$ cat config.mk
export PLATFORM = sky130hd
export DESIGN_NAME = sbtr_chain_loader
export DESIGN_NICKNAME = d
export VERILOG_FILES = /design/src/rtl/sbtr_pkg.sv /design/src/rtl/sbtr_tfen_timer.sv /design/src/rtl/sbtr_chain_loader.sv
export SDC_FILE = /design/constraint.sdc
export NUM_CORES = 1
export LEC_CHECK = 0
export CORE_ASPECT_RATIO = 1.5
export CORE_MARGIN = 4
export CORE_UTILIZATION = 55
export DETAILED_ROUTE_END_ITERATION = 12
export GPL_TIMING_DRIVEN = 0
export PLACE_DENSITY = 0.83
export SLEW_MARGIN = 25
export SYNTH_ARGS = -nofsm -noshare
export SYNTH_HDL_FRONTEND = slang
export SYNTH_SLANG_ARGS = --single-unit
$ cat constraint.sdc
create_clock -name CLK -period 3.75 [get_ports CLK]
set_clock_uncertainty 0.05 [all_clocks]
set_input_delay 0.75 -clock CLK [delete_from_list [all_inputs] [get_ports CLK]]
set_output_delay 0.75 -clock CLK [all_outputs]
set_load 0.05 [all_outputs]
$ cat src/rtl/sbtr_pkg.sv
// Shared types and constants for the saboteur (SBTR) scan-chain loader.
// FSM state encoding, fault-injection mode codes and chain/word sizing helper.
package sbtr_pkg;

    typedef enum logic [2:0] {
        ST_IDLE,
        ST_LOAD,
        ST_SHIFT,
        ST_ARM,
        ST_COMPLETE
    } sbtr_state_t;

    localparam logic [1:0] FI_MODE_PERM0  = 2'd0;
    localparam logic [1:0] FI_MODE_PERM1  = 2'd1;
    localparam logic [1:0] FI_MODE_TRANS0 = 2'd2;
    localparam logic [1:0] FI_MODE_TRANS1 = 2'd3;

    // Number of descriptor words needed to fill the chain, ceil(chain_len/word_w).
    function automatic int words_per_chain(input int chain_len, input int word_w);
        return (chain_len + word_w - 1) / word_w;
    endfunction

endpackage

$ cat src/rtl/sbtr_tfen_timer.sv
// Fault-window timer: counts cycles after DONE and produces the TFEn strobe.
// Static modes hold TFEn; transient modes pulse it once when the count reaches timeout.
module sbtr_tfen_timer
    import sbtr_pkg::*;
#(
    parameter int CNT_W = 32
) (
    input  logic             CLK,
    input  logic             RST,
    input  logic             clr,
    input  logic [1:0]       mode,
    input  logic [CNT_W-1:0] timeout,
    input  logic             arm,
    output logic             TFEn,
    output logic             expired
);

    logic [1:0]       mode_q;
    logic [CNT_W-1:0] tmo_q;
    logic [CNT_W-1:0] cnt;
    logic             trans;
    logic             hit;

    assign trans = (mode_q >= FI_MODE_TRANS0);
    // Extra bit keeps timeout==0 from ever matching cnt+1.
    assign hit   = (({1'b0, cnt} + (CNT_W+1)'(1)) == {1'b0, tmo_q});
    // Static modes finish as soon as the chain is armed.
    assign expired = !trans || (arm && (cnt == tmo_q));

    always_ff @(posedge CLK or negedge RST) begin
        if (!RST) begin
            mode_q <= FI_MODE_PERM0;
            tmo_q  <= '0;
            cnt    <= '0;
            TFEn   <= 1'b0;
        end else if (clr) begin
            mode_q <= mode;
            tmo_q  <= timeout;
            cnt    <= '0;
            TFEn   <= 1'b0;
        end else if (arm) begin
            if (cnt < tmo_q) cnt <= cnt + CNT_W'(1);
            TFEn <= trans ? hit : 1'b1;
        end
    end

endmodule

$ cat src/rtl/sbtr_chain_loader.sv
// SBTR scan-chain driver: accepts a fault descriptor, serializes it onto EN/SI,
// packs SO into readback words, then arms the fault window through the TFEn timer.
module sbtr_chain_loader
    import sbtr_pkg::*;
#(
    parameter int CHAIN_LEN = 64,
    parameter int WORD_W    = 32,
    parameter int CNT_W     = 32
) (
    input  logic              CLK,
    input  logic              RST,
    input  logic              cfg_valid,
    output logic              cfg_ready,
    input  logic [1:0]        cfg_mode,
    input  logic [CNT_W-1:0]  cfg_timeout,
    input  logic              word_valid,
    output logic              word_ready,
    input  logic [WORD_W-1:0] word_data,
    input  logic              SO,
    output logic              EN,
    output logic              SI,
    output logic              DONE,
    output logic              TFEn,
    output logic              rb_valid,
    output logic [WORD_W-1:0] rb_data,
    output logic              busy
);

    localparam int NWORDS    = words_per_chain(CHAIN_LEN, WORD_W);
    localparam int LAST_BITS = CHAIN_LEN - (NWORDS - 1) * WORD_W;
    localparam int BW        = $clog2(WORD_W + 1);
    localparam int NW        = $clog2(NWORDS + 1);

    sbtr_state_t       state, state_nxt;
    logic              cfg_acc, word_acc, expired;
    logic              sh_wend, sh_last, rb_wend, rb_last;
    logic [WORD_W-1:0] shreg, rb_sr, rb_next;
    logic [BW-1:0]     sh_bit, rb_bit;
    logic [NW-1:0]     sh_wrd, rb_wrd;

    assign cfg_ready  = (state == ST_IDLE) || (state == ST_COMPLETE);
    assign word_ready = (state == ST_LOAD);
    assign busy       = (state == ST_LOAD) || (state == ST_SHIFT) || (state == ST_ARM);
    assign cfg_acc    = cfg_valid && cfg_ready;
    assign word_acc   = word_valid && word_ready;

    // Shift side counts bits driven; readback side lags by one cycle and counts bits captured.
    assign sh_wend = (sh_bit == BW'(WORD_W - 1));
    assign sh_last = (sh_wrd == NW'(NWORDS - 1)) && (sh_bit == BW'(LAST_BITS - 1));
    assign rb_wend = (rb_bit == BW'(WORD_W - 1));
    assign rb_last = (rb_wrd == NW'(NWORDS - 1)) && (rb_bit == BW'(LAST_BITS - 1));
    assign rb_next = rb_sr | (WORD_W'(SO) << rb_bit);

    always_ff @(posedge CLK or negedge RST) begin
        if (!RST) state <= ST_IDLE;
        else      state <= state_nxt;
    end

    always_comb begin
        state_nxt = state;
        case (state)
            ST_IDLE, ST_COMPLETE: if (cfg_acc) state_nxt = ST_LOAD;
            ST_LOAD:              if (word_acc) state_nxt = ST_SHIFT;
            ST_SHIFT: begin
                if (sh_last)      state_nxt = ST_ARM;
                else if (sh_wend) state_nxt = ST_LOAD;
            end
            ST_ARM:               if (expired) state_nxt = ST_COMPLETE;
            default:              state_nxt = ST_IDLE;
        endcase
    end

    always_ff @(posedge CLK or negedge RST) begin
        if (!RST) begin
            EN       <= 1'b0;
            SI       <= 1'b0;
            DONE     <= 1'b0;
            rb_valid <= 1'b0;
            rb_data  <= '0;
            rb_sr    <= '0;
            shreg    <= '0;
            sh_bit   <= '0;
            sh_wrd   <= '0;
            rb_bit   <= '0;
            rb_wrd   <= '0;
        end else begin
            rb_valid <= 1'b0;
            EN       <= (state == ST_SHIFT);
            SI       <= (state == ST_SHIFT) ? shreg[0] : 1'b0;
            if (cfg_acc) begin
                DONE   <= 1'b0;
                rb_sr  <= '0;
                sh_bit <= '0;
                sh_wrd <= '0;
                rb_bit <= '0;
                rb_wrd <= '0;
            end
            if (word_acc) shreg <= word_data;
            if (state == ST_SHIFT) begin
                shreg <= shreg >> 1;
                if (sh_wend) begin
                    sh_bit <= '0;
                    sh_wrd <= sh_wrd + NW'(1);
                end else begin
                    sh_bit <= sh_bit + BW'(1);
                end
            end
            if (state == ST_ARM) DONE <= 1'b1;
            // SO is valid for capture in every cycle the chain is actually shifting.
            if (EN) begin
                if (rb_wend || rb_last) begin
                    rb_valid <= 1'b1;
                    rb_data  <= rb_next;
                    rb_sr    <= '0;
                    rb_bit   <= '0;
                    rb_wrd   <= rb_wrd + NW'(1);
                end else begin
                    rb_sr  <= rb_next;
                    rb_bit <= rb_bit + BW'(1);
                end
            end
        end
    end

    sbtr_tfen_timer #(.CNT_W(CNT_W)) u_timer (
        .CLK     (CLK),
        .RST     (RST),
        .clr     (cfg_acc),
        .mode    (cfg_mode),
        .timeout (cfg_timeout),
        .arm     (DONE),
        .TFEn    (TFEn),
        .expired (expired)
    );

endmodule

==> results_dict.tcl, run 1 <==
set metrics [dict create \
    outcome "finished clean" \
    p_switching_mw 2.90 \
    cts_root_buffer "clkbuf_16" \
    arrival_ns 3.66 \
    synth_seq_cells 183 \
    clk_pin_slew_worst_paths_ns 0.07 \
    p_per_area_nw_per_um2 597 \
    p_comb_frac 0.372 \
    rr_startpoint "u_timer.cnt[27]" \
    port_buffers 109 \
    ys_seq_area_frac 0.460 \
    syn_inst 1126 \
    grt_pass1_vias 8981 \
    hold_path_class "in -> async" \
    die_h_um 173 \
    h-tree-depth 4 \
    synthArstFlopShare 1.00 \
    synth_adder_area_share 0.0452 \
    yosys.area.top_type "dfrtp_1" \
    vias 8798 \
    postPlaceCellArea_um2 11400 \
    synthMuxAreaShare 0.0354 \
    final_hold_viol_count 0 \
    start_kind "register" \
    layout.nets 1363 \
    startpoint "u_timer.cnt[27]" \
    slew_headroom 0.419 \
    syn_area_um2 9960 \
    p_sw_frac 0.406 \
    vias_per_cell 5.92 \
    netlist.area_leader.share 0.460 \
    vdd_drop_max_v 0.000357 \
    postCtsSetupRepairBufs 0 \
    timing.fmax_mhz 298 \
    fin_cells 1486 \
    worstSetupPathType "reg -> reg" \
    gr-total-overflow 0 \
    core_area_um2 17900 \
    dieArea_um2 20400 \
    numCtsBuffers 17 \
    die_w_um 118 \
    initial_core_util 0.558 \
    timing.hold.ws_ns 0.209 \
    clk_latency_ns 0.43 \
    synth_nets 1233 \
    syn_to_final_growth_pct 20.1 \
    antenna_left 0 \
    seqPwrFrac 0.381 \
    endpoint_kind "register" \
    first_iter_violations 630 \
    pwr-share-clk 0.248 \
    wl_per_cell_um 18.8 \
    yosys_warnings 0 \
    dr.pass1.iters 7 \
    synth-simple-area-share 0.204 \
    io_pins 111 \
    placedCellCount 1454 \
    fin_tns_setup_ns 0 \
    stdcell_area_um2 12000 \
    core.rowCount 60 \
    grt_max_degree 68 \
    worstPathMaxFanout 9 \
    tritoncts "yes" \
    clock_path_buffers 2 \
    synthXorXnorAreaFrac 0.0440 \
    cp.required_ns 4.06 \
    total_leakage_power_nw 5.26 \
    setup_viol 0 \
    drv_cap 0 \
    place.gp.congestion 0.975 \
    rsz0062_at_grt "no" \
    ys_top_cells_by_count "dfrtp_1, nand2_1, nor2_1" \
    slew_violations 0 \
    synth_cell_types 60 \
    synth_enable_flop_cells 0 \
    diodes 0 \
    grt_pass1_wl_um 45600 \
    drc 0 \
    wirelength_um 27900 \
    synth_compound_area_frac 0.168 \
    antenna_found_initial 0 \
    hpwl_um 21300 \
    final.min_clock_period_ns 3.35 \
    synth_most_common_cell "dfrtp_1" \
    cts_resized 0 \
    synth.avg_cell_area_um2 8.85 \
    max_slew.worst_pin.slew_ns 0.864 \
    p_int_mw 4.25 \
    final_layout_size_suffix_gt1_frac 0.0465 \
    grt_use_total 0.280 \
    fin_crit_sh 0.894 \
    ys.flop_type "dfrtp_1" \
    synth_top_family_by_area "simple AND/OR/NAND/NOR gates" \
    clock_sinks 183 \
    synth_area_leaders "dfrtp_1, nand2_1, nor2_1, ha_1, o21ai_0" \
    cts_hold_buf 0 \
]
placed cells by master, fill, tap and decap left out, drive strengths merged, types with 7 or more instances in the layout:
master	instances
dfrtp	183
nand2	168
nor2	126
clkdlybuf4s50	108
o21ai	89
clkbuf	75
a21oi	66
inv	53
xnor2	40
ha	36
mux2i	33
o22ai	31
nand2b	30
nand3	29
a211oi	24
nand4	19
nor3	15
a21o	14
buf	14
xor2	10
and2	10
a31oi	8
and4	8
a2111oi	8
nor4	8
and3	7
metal layers:
metal	global-route usage	wire length (um)
met5	0	0
met4	0.165	1670
met3	0.0380	1110
met2	0.504	14600
met1	0.314	10500
final cells by class:
class / instances / area (um^2)
clock inverters: 15 / 153
repair buffers: 111 / 1150
plain buffers: 69 / 278
multi-input cells: 831 / 4950
flip-flops and latches: 183 / 4580
clock buffers: 17 / 425
well taps: 217 / 272
fillers: 1477 / 5900
inverters: 43 / 161
logic make-up after synthesis:
family / after synthesis
compound gates: 274
xor+xnor: 50
fa+ha+maj: 36
buf+inv: 112
flops: 183
mux: 35
simple gates: 436
critical path, cell delays in order, from the launching register on:
cell       delay [ns]
dfrtp_1          0.49
ha_1             0.36
and4_1           0.23
a311oi_1         0.26
o21ai_0          0.12
a21oi_1          0.46
inv_1            0.31
a2111oi_0        0.74
mux2i_1          0.25
final timing paths:
| kind | end | slack [ns] | cells past startpoint |
|---|---|---|---|
| max reg2reg | u_timer.cnt[13] | 0.40 | 8 |
| max in group asynchronous | shreg[24] | 2.44 | 3 |
| min in group CLK | rb_data[31] | 0.44 | 2 |
| max | u_timer.cnt[13] | 0.40 | 8 |
| min reg2reg | rb_data[31] | 0.44 | 2 |
| min | rb_data[4] | 0.21 | 1 |
state kept, by name, indices dropped and copies added (netlist names):
signal	flops
DONE	1
EN	1
SI	1
rb_bit	6
rb_data	32
rb_sr	32
rb_valid	1
sh_bit	6
sh_wrd	2
shreg	32
state	3
u_timer.TFEn	1
u_timer.cnt	32
u_timer.mode_q	1
u_timer.tmo_q	32
through the flow:
step | total power, mW | utilization | setup WS [ns]
finish | 7.14 | 0.670 | 0.397
global route | 7.61 | 0.670 | 0.138
CTS | 7.17 | 0.670 | 0.420
detailed placement | 5.40 | 0.638 | 0.441
global placement | 5.30 | 0.634 | -5.66
floorplan | 4.50 | - | 1.03
power by group through the flow:
stage | combinational, mW | clock [mW] | sequential [mW]
2_1_floorplan | 1.78 | 0 | 2.72
3_3_place_gp | 2.57 | 0 | 2.73
3_5_place_dp | 2.66 | 0 | 2.74
4_1_cts | 2.67 | 1.78 | 2.71
5_1_grt | 2.98 | 1.87 | 2.77
6_report | 2.66 | 1.77 | 2.72
No activity file was read; power rests on OpenSTA's default activity.
==> run 2: changes to the inputs <==
Settings changed: ABC_CLOCK_PERIOD_IN_PS set to 3750.
==> results of run 2 <==
The final DEF is identical to that of run 1; final timing and power are the same.
